$ cat src/rtl/ball_controller.sv
// ball_controller: owns the ball position and direction, wall and paddle
// bounces, point detection, scores and the serve / game-over sequence.
// All motion happens on the edge that ends a tick cycle; outputs are registered.
// dbg_state exposes the FSM state: 0 IDLE, 1 SERVE, 2 PLAY, 3 SCORED, 4 OVER.
module ball_controller #(
   parameter int TICK_DIV   = 100000,
   parameter int SCREEN_W   = 640,
   parameter int SCREEN_H   = 480,
   parameter int BALL_R     = 4,
   parameter int P1_X       = 20,
   parameter int P2_X       = 619,
   parameter int PADDLE_W   = 8,
   parameter int SERVE_WAIT = 60,
   parameter int WIN_SCORE  = 9
) (
   input  logic        clk,
   input  logic        rst,
   input  logic        start,
   input  logic [10:0] p1_y,
   input  logic [10:0] p2_y,
   input  logic        bat_size,
   output logic [10:0] ball_x,
   output logic [10:0] ball_y,
   output logic [3:0]  score_p1,
   output logic [3:0]  score_p2,
   output logic        p1_point,
   output logic        p2_point,
   output logic        game_over,
   output logic [2:0]  dbg_state
);

   localparam int TW = (TICK_DIV > 1) ? $clog2(TICK_DIV) : 1;
   localparam int WW = $clog2(SERVE_WAIT + 1);

   localparam logic [TW-1:0] TICK_LAST = TW'(TICK_DIV - 1);
   localparam logic [WW-1:0] WAIT_LAST = WW'(SERVE_WAIT - 1);
   localparam logic [10:0]   X_CENTRE  = 11'(SCREEN_W / 2);
   localparam logic [10:0]   Y_CENTRE  = 11'(SCREEN_H / 2);
   localparam logic [10:0]   Y_MAX     = 11'(SCREEN_H - 1 - BALL_R);
   localparam logic [10:0]   Y_MIN     = 11'(BALL_R);
   localparam logic [10:0]   X_MISS_L  = 11'(BALL_R);
   localparam logic [10:0]   X_MISS_R  = 11'(SCREEN_W - 1 - BALL_R);
   // Ball centre columns at which the ball's edge touches a paddle face.
   localparam logic [10:0]   X_HIT_L   = 11'(P1_X + PADDLE_W + BALL_R);
   localparam logic [10:0]   X_HIT_R   = 11'(P2_X - PADDLE_W + 1 - BALL_R);
   // Paddle half-height plus ball half-size: largest centre distance that hits.
   localparam logic [10:0]   REACH_S   = 11'(40 + BALL_R);
   localparam logic [10:0]   REACH_L   = 11'(50 + BALL_R);
   localparam logic [3:0]    WIN       = 4'(WIN_SCORE);

   typedef enum logic [2:0] {
      S_IDLE   = 3'd0,
      S_SERVE  = 3'd1,
      S_PLAY   = 3'd2,
      S_SCORED = 3'd3,
      S_OVER   = 3'd4
   } state_t;

   state_t        state_q, state_d;
   logic [TW-1:0] tick_cnt_q, tick_cnt_d;
   logic [WW-1:0] wait_q, wait_d;
   logic [10:0]   ball_x_q, ball_x_d;
   logic [10:0]   ball_y_q, ball_y_d;
   logic          dir_x_q, dir_x_d;   // 1: moving right
   logic          dir_y_q, dir_y_d;   // 1: moving down
   logic [3:0]    score_p1_q, score_p1_d;
   logic [3:0]    score_p2_q, score_p2_d;
   logic          p1_point_q, p1_point_d;
   logic          p2_point_q, p2_point_d;
   logic          game_over_q, game_over_d;

   logic          tick;
   logic [10:0]   reach;
   logic [10:0]   dist1, dist2;
   logic          hit_left, hit_right, miss_left, miss_right;

   // Free-running tick divider, active in every state.
   always_comb begin
      tick       = (tick_cnt_q == TICK_LAST);
      tick_cnt_d = tick ? '0 : tick_cnt_q + TW'(1);
   end

   // Paddle contact and miss detection from the current ball position.
   always_comb begin
      reach      = bat_size ? REACH_S : REACH_L;
      dist1      = (ball_y_q >= p1_y) ? (ball_y_q - p1_y) : (p1_y - ball_y_q);
      dist2      = (ball_y_q >= p2_y) ? (ball_y_q - p2_y) : (p2_y - ball_y_q);
      hit_left   = !dir_x_q && (ball_x_q == X_HIT_L) && (dist1 <= reach);
      hit_right  = dir_x_q && (ball_x_q == X_HIT_R) && (dist2 <= reach);
      miss_left  = !dir_x_q && (ball_x_q == X_MISS_L);
      miss_right = dir_x_q && (ball_x_q == X_MISS_R);
   end

   // Game FSM: next state, ball motion, scoring and point pulses.
   always_comb begin
      state_d    = state_q;
      wait_d     = wait_q;
      ball_x_d   = ball_x_q;
      ball_y_d   = ball_y_q;
      dir_x_d    = dir_x_q;
      dir_y_d    = dir_y_q;
      score_p1_d = score_p1_q;
      score_p2_d = score_p2_q;
      p1_point_d = 1'b0;
      p2_point_d = 1'b0;

      case (state_q)
         S_IDLE: begin
            ball_x_d = X_CENTRE;
            ball_y_d = Y_CENTRE;
            if (start) begin
               state_d = S_SERVE;
               wait_d  = '0;
            end
         end

         S_SERVE: begin
            ball_x_d = X_CENTRE;
            ball_y_d = Y_CENTRE;
            if (tick) begin
               if (wait_q == WAIT_LAST) begin
                  state_d = S_PLAY;
                  wait_d  = '0;
               end else begin
                  wait_d = wait_q + WW'(1);
               end
            end
         end

         S_PLAY: begin
            if (tick) begin
               // Vertical motion with wall reflection.
               if (dir_y_q && (ball_y_q == Y_MAX)) begin
                  dir_y_d  = 1'b0;
                  ball_y_d = ball_y_q - 11'd1;
               end else if (!dir_y_q && (ball_y_q == Y_MIN)) begin
                  dir_y_d  = 1'b1;
                  ball_y_d = ball_y_q + 11'd1;
               end else begin
                  ball_y_d = dir_y_q ? ball_y_q + 11'd1 : ball_y_q - 11'd1;
               end

               // Horizontal motion; a paddle hit wins over a miss.
               if (hit_left) begin
                  dir_x_d  = 1'b1;
                  ball_x_d = ball_x_q + 11'd1;
               end else if (hit_right) begin
                  dir_x_d  = 1'b0;
                  ball_x_d = ball_x_q - 11'd1;
               end else if (miss_left) begin
                  score_p2_d = score_p2_q + 4'd1;
                  p2_point_d = 1'b1;
                  ball_y_d   = ball_y_q;
                  state_d    = S_SCORED;
                  wait_d     = '0;
               end else if (miss_right) begin
                  score_p1_d = score_p1_q + 4'd1;
                  p1_point_d = 1'b1;
                  ball_y_d   = ball_y_q;
                  state_d    = S_SCORED;
                  wait_d     = '0;
               end else begin
                  ball_x_d = dir_x_q ? ball_x_q + 11'd1 : ball_x_q - 11'd1;
               end
            end
         end

         S_SCORED: begin
            if (tick) begin
               if (wait_q == WAIT_LAST) begin
                  // The ball was travelling toward the conceding player when it
                  // went out, so keeping dir_x serves toward that player.
                  ball_x_d = X_CENTRE;
                  ball_y_d = Y_CENTRE;
                  dir_x_d  = dir_x_q;
                  wait_d   = '0;
                  if ((score_p1_q == WIN) || (score_p2_q == WIN)) begin
                     state_d = S_OVER;
                  end else begin
                     state_d = S_SERVE;
                  end
               end else begin
                  wait_d = wait_q + WW'(1);
               end
            end
         end

         S_OVER: begin
            ball_x_d = X_CENTRE;
            ball_y_d = Y_CENTRE;
            if (start) begin
               score_p1_d = '0;
               score_p2_d = '0;
               state_d    = S_SERVE;
               wait_d     = '0;
            end
         end

         default: begin
            state_d = S_IDLE;
         end
      endcase

      game_over_d = (state_d == S_OVER);
   end

   // State and datapath registers with synchronous reset.
   always_ff @(posedge clk) begin
      if (rst) begin
         state_q     <= S_IDLE;
         tick_cnt_q  <= '0;
         wait_q      <= '0;
         ball_x_q    <= X_CENTRE;
         ball_y_q    <= Y_CENTRE;
         dir_x_q     <= 1'b1;
         dir_y_q     <= 1'b1;
         score_p1_q  <= '0;
         score_p2_q  <= '0;
         p1_point_q  <= 1'b0;
         p2_point_q  <= 1'b0;
         game_over_q <= 1'b0;
      end else begin
         state_q     <= state_d;
         tick_cnt_q  <= tick_cnt_d;
         wait_q      <= wait_d;
         ball_x_q    <= ball_x_d;
         ball_y_q    <= ball_y_d;
         dir_x_q     <= dir_x_d;
         dir_y_q     <= dir_y_d;
         score_p1_q  <= score_p1_d;
         score_p2_q  <= score_p2_d;
         p1_point_q  <= p1_point_d;
         p2_point_q  <= p2_point_d;
         game_over_q <= game_over_d;
      end
   end

   assign ball_x    = ball_x_q;
   assign ball_y    = ball_y_q;
   assign score_p1  = score_p1_q;
   assign score_p2  = score_p2_q;
   assign p1_point  = p1_point_q;
   assign p2_point  = p2_point_q;
   assign game_over = game_over_q;
   assign dbg_state = state_q;

endmodule

$ cat config.mk
export PLATFORM = sky130hd
export DESIGN_NAME = ball_controller
export DESIGN_NICKNAME = d
export VERILOG_FILES = /design/src/rtl/ball_controller.sv
export SDC_FILE = /design/constraint.sdc
export NUM_CORES = 1
export LEC_CHECK = 0
export ABC_AREA = 1
export CAP_MARGIN = 20
export CORE_AREA = 3 3 141 143
export CTS_CLUSTER_DIAMETER = 50
export DETAILED_ROUTE_END_ITERATION = 10
export DIE_AREA = 0 0 144 146
export GPL_ROUTABILITY_DRIVEN = 0
export PLACE_DENSITY = 0.56
export SLEW_MARGIN = 10
export SYNTH_ARGS = -nofsm -noshare
export SYNTH_HDL_FRONTEND = slang
export SYNTH_SLANG_ARGS = --single-unit
$ cat constraint.sdc
create_clock -name clk -period 6.4 [get_ports clk]
set_clock_uncertainty 0.1 [all_clocks]
set_input_delay 0.96 -clock clk [delete_from_list [all_inputs] [get_ports clk]]
set_output_delay 0.96 -clock clk [all_outputs]
set_load 0.005 [all_outputs]
=== Word level (Yosys, flattened, before mapping) ===
Cells that the tools add are included.

* Bits in registers: 61
* Bits in latches: 0
* RAM bits: 0
* Memory bits (read-only): 0
* Bits of input ports: 26
* Output and inout bits: 36
* Logic and storage cells: 150
* Memories: 0

* $add $sub $neg: 12
* Multipliers: 0
* Divide/modulo/power cells: 0
* $lt $le $gt $ge: 4
* Equality and inequality tests: 29
* Shifts and indexed selects: 0
* Multiplexer cells: 62
* Bitwise logic cells: 2
* Reductions and logical operators: 29

{| class="wikitable"
|+ Operators by type and width
! kind !! count
|-
| two-way mux 11 bit || 20
|-
| one-hot mux 11 bit (3 select lines) || 2
|-
| two-way mux 6 bit || 8
|-
| subtractor 11 bit || 4
|-
| two-way mux 4 bit || 10
|-
| two-way mux 3 bit || 11
|-
| adder 11 x 1 -> 11 bit (second input constant) || 2
|-
| == test 11 x 10 -> 1 bit (second input constant) || 2
|-
| == test 11 x 3 -> 1 bit (second input constant) || 2
|-
| greater-or-equal comparator 11 bit || 2
|-
| less-or-equal comparator 11 x 6 -> 1 bit || 2
|-
| subtractor 11 x 1 -> 11 bit (second input constant) || 2
|-
| != test 2 bit (second input constant) || 9
|-
| one-hot mux 6 bit (3 select lines) || 1
|-
| adder 17 x 1 -> 17 bit (second input constant) || 1
|-
| == test 17 bit (second input constant) || 1
|-
| one-hot mux 4 bit (2 select lines) || 2
|-
| AND reduction 7 bit || 2
|-
| one-hot mux 3 bit (4 select lines) || 1
|-
| AND reduction 6 bit || 2
|-
| == test 11 x 6 -> 1 bit (second input constant) || 1
|-
| == test 11 x 9 -> 1 bit (second input constant) || 1
|-
| adder 4 x 1 -> 4 bit (second input constant) || 2
|-
| == test 4 bit (second input constant) || 2
|-
| other kinds (22) || 46
|}

=== Logic depth before layout (Yosys ltp) ===
* Word-level depth: 10
* Gate-level depth with buffers: 30
* Depth with buffers taken out: 27

=== Worst setup path before layout ===
Ideal clock, no wire load.

* Path type: input to register
* Start: in p2_y[2]
* End: reg wait_q[4]
* Setup time: 0.129 ns
* Arrival: 3.701 ns
* Data required time: 6.171 ns
* Slack: 2.470 ns
* Stages on the path: 29
* Path buffers: 3
* Cell sequence: inv_1 ha_1 buf_6 nand2_1 nand2_1 inv_1 nand2_1 nand2_1 nand2_2 nand2_4 nand2_4 buf_6 o21ai_0 xor2_1 inv_1 ha_1 a21oi_1 inv_1 nand2_1 nand2_1 nand2_1 nand3_2 nand3_2 nand2_2 buf_6 nand2_4 nand2_1 nand2_1 nor2_1

* Word-level cells in the longest chain between the ends: 6
* Elaborated cells between the ends (all ways): 8
* Classes of those cells: add/sub: 2; order compare: 2; eq/ne: 1; mux: 1; reduce/logical: 2

{| class="wikitable"
|+ Ends and longest elaborated chain
! element !! line !! text
|-
| start: declaration || 20 || <nowiki>input logic [10:0] p2_y,</nowiki>
|-
| subtractor 11 bit or greater-or-equal comparator 11 bit (tied branches) || 87 || <nowiki>dist2 = (ball_y_q >= p2_y) ? (ball_y_q - p2_y) : (p2_y - ball_y_q);</nowiki>
|-
| two-way mux 11 bit (*) || 87 ||
|-
| less-or-equal comparator 11 x 6 -> 1 bit (*) || 89 || <nowiki>hit_right = dir_x_q && (ball_x_q == X_HIT_R) && (dist2 <= reach);</nowiki>
|-
| logical AND 1 bit (*) || 89 ||
|-
| != test 2 bit (no line) (*) || -- ||
|-
| AND reduction 7 bit (no line) (*) || -- ||
|-
| end signal: assignment || 225 || <nowiki>wait_q <= wait_d;</nowiki>
|-
| end: declaration || 61 || <nowiki>logic [WW-1:0] wait_q, wait_d;</nowiki>
|}

Mark *: on every way between the ends. The rest lies on a longest branch, timed or not.
A chain may end at the register's enable or synchronous reset.

=== Worst setup path after layout ===
* Start: in p2_y[2]
* End: reg score_p1_q[3], in the netlist score_p1[3]

* Word-level cells in the longest chain between the ends: 6
* Elaborated cells between the ends (all ways): 8
* Classes of those cells: add/sub: 2; order compare: 2; eq/ne: 1; mux: 1; reduce/logical: 2

{| class="wikitable"
|+ Ends and longest elaborated chain
! element !! line !! text
|-
| subtractor 11 bit or greater-or-equal comparator 11 bit (tied branches) || 87 ||
|-
| two-way mux 11 bit (*) || 87 ||
|-
| less-or-equal comparator 11 x 6 -> 1 bit (*) || 89 ||
|-
| logical AND 1 bit (*) || 89 ||
|-
| != test 2 bit (no line) (*) || -- ||
|-
| AND reduction 7 bit (no line) (*) || -- ||
|-
| end signal: assignment || 230 || <nowiki>score_p1_q <= score_p1_d;</nowiki>
|-
| end: declaration || 66 || <nowiki>logic [3:0] score_p1_q, score_p1_d;</nowiki>
|}

Marked as above.

==> summary.log <==
INFO  logic_synthesis netlist_top_cells_area=sky130_fd_sc_hd__dfxtp_1 19%, sky130_fd_sc_hd__nand2_1 16%, sky130_fd_sc_hd__ha_1 12%, sky130_fd_sc_hd__inv_1 9.1%, sky130_fd_sc_hd__nand3_1 7.2%
INFO  logic_synthesis yosys_warnings=0
INFO  logic_synthesis synth_top_cell_area_share=18.7%
INFO  logic_synthesis synth_edf_count=0
INFO  clock_network  cts.repair_timing.setup_buffer_count=0
INFO  power_and_ir_drop vdd.ir_drop.worst=0.000104V
INFO  logic_synthesis synth_xor_area_share=6.57%
INFO  cells_and_area nFillCells=2017
INFO  clock_network  clk_path_buf_depth=2
INFO  clock_network  ctsRootBufferMaster=sky130_fd_sc_hd__clkbuf_16
INFO  logic_synthesis synthDominantAreaCellType=sky130_fd_sc_hd__dfxtp_1
INFO  global_routing first_global_vias=6428
INFO  setup_path     timing.reg2reg.setup_slack=2.18ns
INFO  cells_and_area final_net_count=1191
INFO  global_routing antenna_found_initial=0
INFO  global_routing grt_pass1_wl=32.2mm
INFO  drt            dr_total_vias=6664
INFO  logic_synthesis synth_simple_gate_area_share=38.3%
INFO  cells_and_area final-seq-area=1220um^2
INFO  logic_synthesis synth_seq_area_share=18.7%
INFO  setup_path     worst-r2r-cell-count=22
INFO  clock_network  clock_sink_count=61
INFO  setup_path     worst-setup-path-type=in2reg
INFO  floorplanning  fp.coreArea=18700um^2
INFO  clock_network  clkLatencyLatePin=0.33ns
INFO  global_routing congestion_overflow_gr=0
INFO  sta            unrepaired_setup_endpoints_after_global_routing=no
INFO  power_and_ir_drop static_leakage=0.00368uW
INFO  global_routing grt_usage=18.7%
INFO  logic_synthesis post_synthesis_compound_gate_area_fraction=11.6%
INFO  setup_path     worstReg2RegStart=ball_y[10]$_SDFFE_PP0P_
INFO  cells_and_area final_core_util=40.7%
INFO  clock_network  htree_num_levels=3
INFO  min_path       min_path_cells=1
INFO  logic_synthesis synth-adder-area-share=12.7%
INFO  sta            slew_violations=0
INFO  logic_synthesis synth_cell_type_count=41
INFO  setup_path     critPathCaptureType=flop
INFO  sta            worstMarginPinSlew=0.745ns
INFO  drt            drt_first_pass_iters=5
INFO  drt            route.detailed.vias_per_inst=4.97
INFO  sta            post-route-worst-setup-slack=1.60ns
INFO  clock_network  cts_tree=yes
INFO  min_path       hold_class=reg2reg
INFO  logic_synthesis synth.cell_area=6530um^2
INFO  floorplanning  boundaryPins=62
INFO  logic_synthesis mux_cell_area_share_after_synthesis=0.307%
INFO  cells_and_area diodes=0
INFO  floorplanning  fp-row-count=50
INFO  setup_path     cp_data_arrival_time=4.90ns
INFO  sta            clock.fmax=208MHz
INFO  clock_network  cts-resized-gates=0
INFO  floorplanning  design.die.area=21000um^2
INFO  setup_path     crit_required=6.50ns
INFO  cells_and_area multiInputGateArea=4540um^2
INFO  setup_path     startpoint_type=primary input
INFO  drt            route.detailed.drc=0
INFO  drt            wire_per_inst=14.5um
INFO  clock_network  clk_pin_slew_worst_paths=0.06ns
INFO  logic_synthesis syn_inst=1053
INFO  sta            relSlewSlack=50.2%
INFO  min_path       min_delay_worst_endpoint=tick_cnt_q[0]$_SDFF_PP0_
INFO  cells_and_area area_growth_syn_to_layout=16.7%
INFO  sta            setup_tns=0ns
INFO  floorplanning  die_w=144um
INFO  sta            timing.final.setup_violations=0
INFO  setup_path     highest_net_fanout_along_the_worst_path=21
INFO  status         outcome=completed
INFO  cells_and_area layout-drive-gt1-share=6.33%
INFO  logic_synthesis synthesis.area_per_instance=6.20um^2
INFO  sta            hold_viol=0
INFO  logic_synthesis synth.net_count=1143
INFO  min_path       min-delay-start=tick_cnt_q[0]$_SDFF_PP0_
INFO  logic_synthesis dominant_combinational_cell_family_by_area_after_synthesis=simple AND/OR/NAND/NOR gates
INFO  sta            time_the_worst_path_needs_with_i_o_delays_and_setup=4.80ns
INFO  drt            first_drt_iteration_drcs=259
INFO  placed_design  post-dp-hpwl=15.2mm
INFO  logic_synthesis synth.ff_latch_count=61
INFO  clock_network  tritoncts.num_buffers=9
INFO  drt            drt_wl_total=19.4mm
INFO  logic_synthesis synth_top_flop_cell=sky130_fd_sc_hd__dfxtp_1
INFO  logic_synthesis synth-async-reset-ratio=0%
INFO  global_routing grt_max_degree=28
INFO  drt            drtAntennaViolNets=0
INFO  power_and_ir_drop powerDensity=152nW/um^2
INFO  floorplanning  die-height=146um
INFO  placed_design  place.port_buffers=61
INFO  floorplanning  initial_core_util=34.9%
INFO  placed_design  dp_worst_setup_slack=1.27ns
INFO  sta            timing.final.crit_share=75.0%
INFO  clock_network  cts_hold_buffers=0
INFO  run            max_cap_violations=0
INFO  setup_path     critical_path.reg2reg.endpoint=score_p1[3]$_SDFFE_PP0P_
registers in the layout (all words and copies together), names as in the netlist:
signal / cells
p2_point: 1
tick_cnt_q: 17
p1_point: 1
dir_x_q: 1
score_p1: 4
ball_x: 11
dbg_state: 3
ball_y: 11
dir_y_q: 1
wait_q: 6
game_over: 1
score_p2: 4
Yosys cell counts, types with 5 or more instances:
cell / n
sky130_fd_sc_hd__nand2_1: 280
sky130_fd_sc_hd__inv_1: 158
sky130_fd_sc_hd__nand3_1: 94
sky130_fd_sc_hd__nor2_1: 87
sky130_fd_sc_hd__a21oi_1: 67
sky130_fd_sc_hd__dfxtp_1: 61
sky130_fd_sc_hd__ha_1: 60
sky130_fd_sc_hd__xor2_1: 35
sky130_fd_sc_hd__o21ai_0: 34
sky130_fd_sc_hd__nand4_1: 24
sky130_fd_sc_hd__nand2_2: 16
sky130_fd_sc_hd__nor3_1: 15
sky130_fd_sc_hd__xnor2_1: 14
sky130_fd_sc_hd__clkbuf_1: 13
sky130_fd_sc_hd__o211ai_1: 11
sky130_fd_sc_hd__a21oi_2: 7
sky130_fd_sc_hd__nor4_1: 7
sky130_fd_sc_hd__buf_2: 6
sky130_fd_sc_hd__buf_6: 6
sky130_fd_sc_hd__nand2_4: 5
sky130_fd_sc_hd__nor2_2: 5
sky130_fd_sc_hd__o21a_1: 5
sky130_fd_sc_hd__or2_2: 5
routing by layer:
| layer | global-route usage [%] | part of all wire [%] | vias to the layer above |
|---|---|---|---|
| met2 | 30.8 | 46 | 151 |
| met4 | 6.12 | 2.5 | 0 |
| met1 | 24.7 | 46 | 3012 |
| met5 | 0 | 0 | - |
| met3 | 3.06 | 5.1 | 33 |
| li1 | - | - | 3468 |
worst max path at each step:
| stage | from | endpoint | cells after the start |
|---|---|---|---|
| after floorplan | p2_y[2] | wait_q[4]$_SDFFE_PP0P_ | 29 |
| after global placement | p2_y[2] | score_p1[2]$_SDFFE_PP0P_ | 26 |
| after detailed placement | p2_y[2] | score_p1[0]$_SDFFE_PP0P_ | 26 |
| after CTS | p2_y[2] | score_p1[3]$_SDFFE_PP0P_ | 27 |
| after global routing | p2_y[2] | score_p1[1]$_SDFFE_PP0P_ | 28 |
| final | p2_y[2] | score_p1[3]$_SDFFE_PP0P_ | 26 |
cells by family after synthesis:
kind of cell	count (synthesis)
xor+xnor	49
mux	2
compound gates	133
buf+inv	189
flops	61
fa+ha+maj	64
simple gates	555
cell type report:
type / instances / share of cell area (%)
multi-input cells: 803 / 59.6
flip-flops and latches: 61 / 16.0
repair buffers: 63 / 8.21
inverters: 163 / 8.03
well taps: 234 / 3.84
clock buffers: 12 / 3.37
clock inverters: 4 / 0.920
per-stage QoR:
step	power [uW]	std cells	hold slack (ns)	cell area [um^2]
after CTS	1170	1340	0.349	7620
after detailed placement	628	1324	0.339	7290
after global placement	630	1324	0.332	7290
after global routing	1220	1340	0.364	7620
after floorplan	563	1053	0.318	6530
final	1160	1340	0.352	7620
power breakdown:
group	leakage [uW]	switching, uW	internal [uW]
Sequential	0.000494	6.20	386
Combinational	0.00302	141	88.8
Clock	0.000163	177	361
cell usage in the layout (no fill, tap or decap), types with 9 or more instances in the layout:
cell type / count
sky130_fd_sc_hd__inv_1: 158
sky130_fd_sc_hd__ha_1: 60
sky130_fd_sc_hd__clkbuf_16: 9
sky130_fd_sc_hd__clkdlybuf4s50_1: 61
sky130_fd_sc_hd__xnor2_1: 14
sky130_fd_sc_hd__nand2_1: 280
sky130_fd_sc_hd__nor3_1: 15
sky130_fd_sc_hd__nand2_2: 16
sky130_fd_sc_hd__nand3_1: 94
sky130_fd_sc_hd__o211ai_1: 11
sky130_fd_sc_hd__nand4_1: 24
sky130_fd_sc_hd__dfxtp_1: 61
sky130_fd_sc_hd__o21ai_0: 34
sky130_fd_sc_hd__nor2_1: 87
sky130_fd_sc_hd__a21oi_1: 67
sky130_fd_sc_hd__xor2_1: 35
critical path, stage by stage:
cell and delay (ns):
sky130_fd_sc_hd__clkdlybuf4s50_1 0.48, sky130_fd_sc_hd__inv_1 0.05, sky130_fd_sc_hd__ha_1 0.43, sky130_fd_sc_hd__nand2_1 0.11, sky130_fd_sc_hd__nand2_1 0.08, sky130_fd_sc_hd__inv_1 0.08, sky130_fd_sc_hd__nand2_1 0.07, sky130_fd_sc_hd__nand2_1 0.11
sky130_fd_sc_hd__nand2_2 0.09, sky130_fd_sc_hd__nand2_4 0.09, sky130_fd_sc_hd__nand2_4 0.11, sky130_fd_sc_hd__o21ai_0 0.25, sky130_fd_sc_hd__xor2_1 0.20, sky130_fd_sc_hd__inv_1 0.06, sky130_fd_sc_hd__ha_1 0.28, sky130_fd_sc_hd__nand2_1 0.06
sky130_fd_sc_hd__nor2_1 0.08, sky130_fd_sc_hd__nand3_1 0.08, sky130_fd_sc_hd__a21oi_1 0.12, sky130_fd_sc_hd__nand2_1 0.09, sky130_fd_sc_hd__nand3_2 0.15, sky130_fd_sc_hd__nand3_2 0.12, sky130_fd_sc_hd__nand2_2 0.38, sky130_fd_sc_hd__nand2_1 0.20
sky130_fd_sc_hd__nand2_1 0.10, sky130_fd_sc_hd__a21oi_1 0.06
Power figures use the tool's default switching activity.
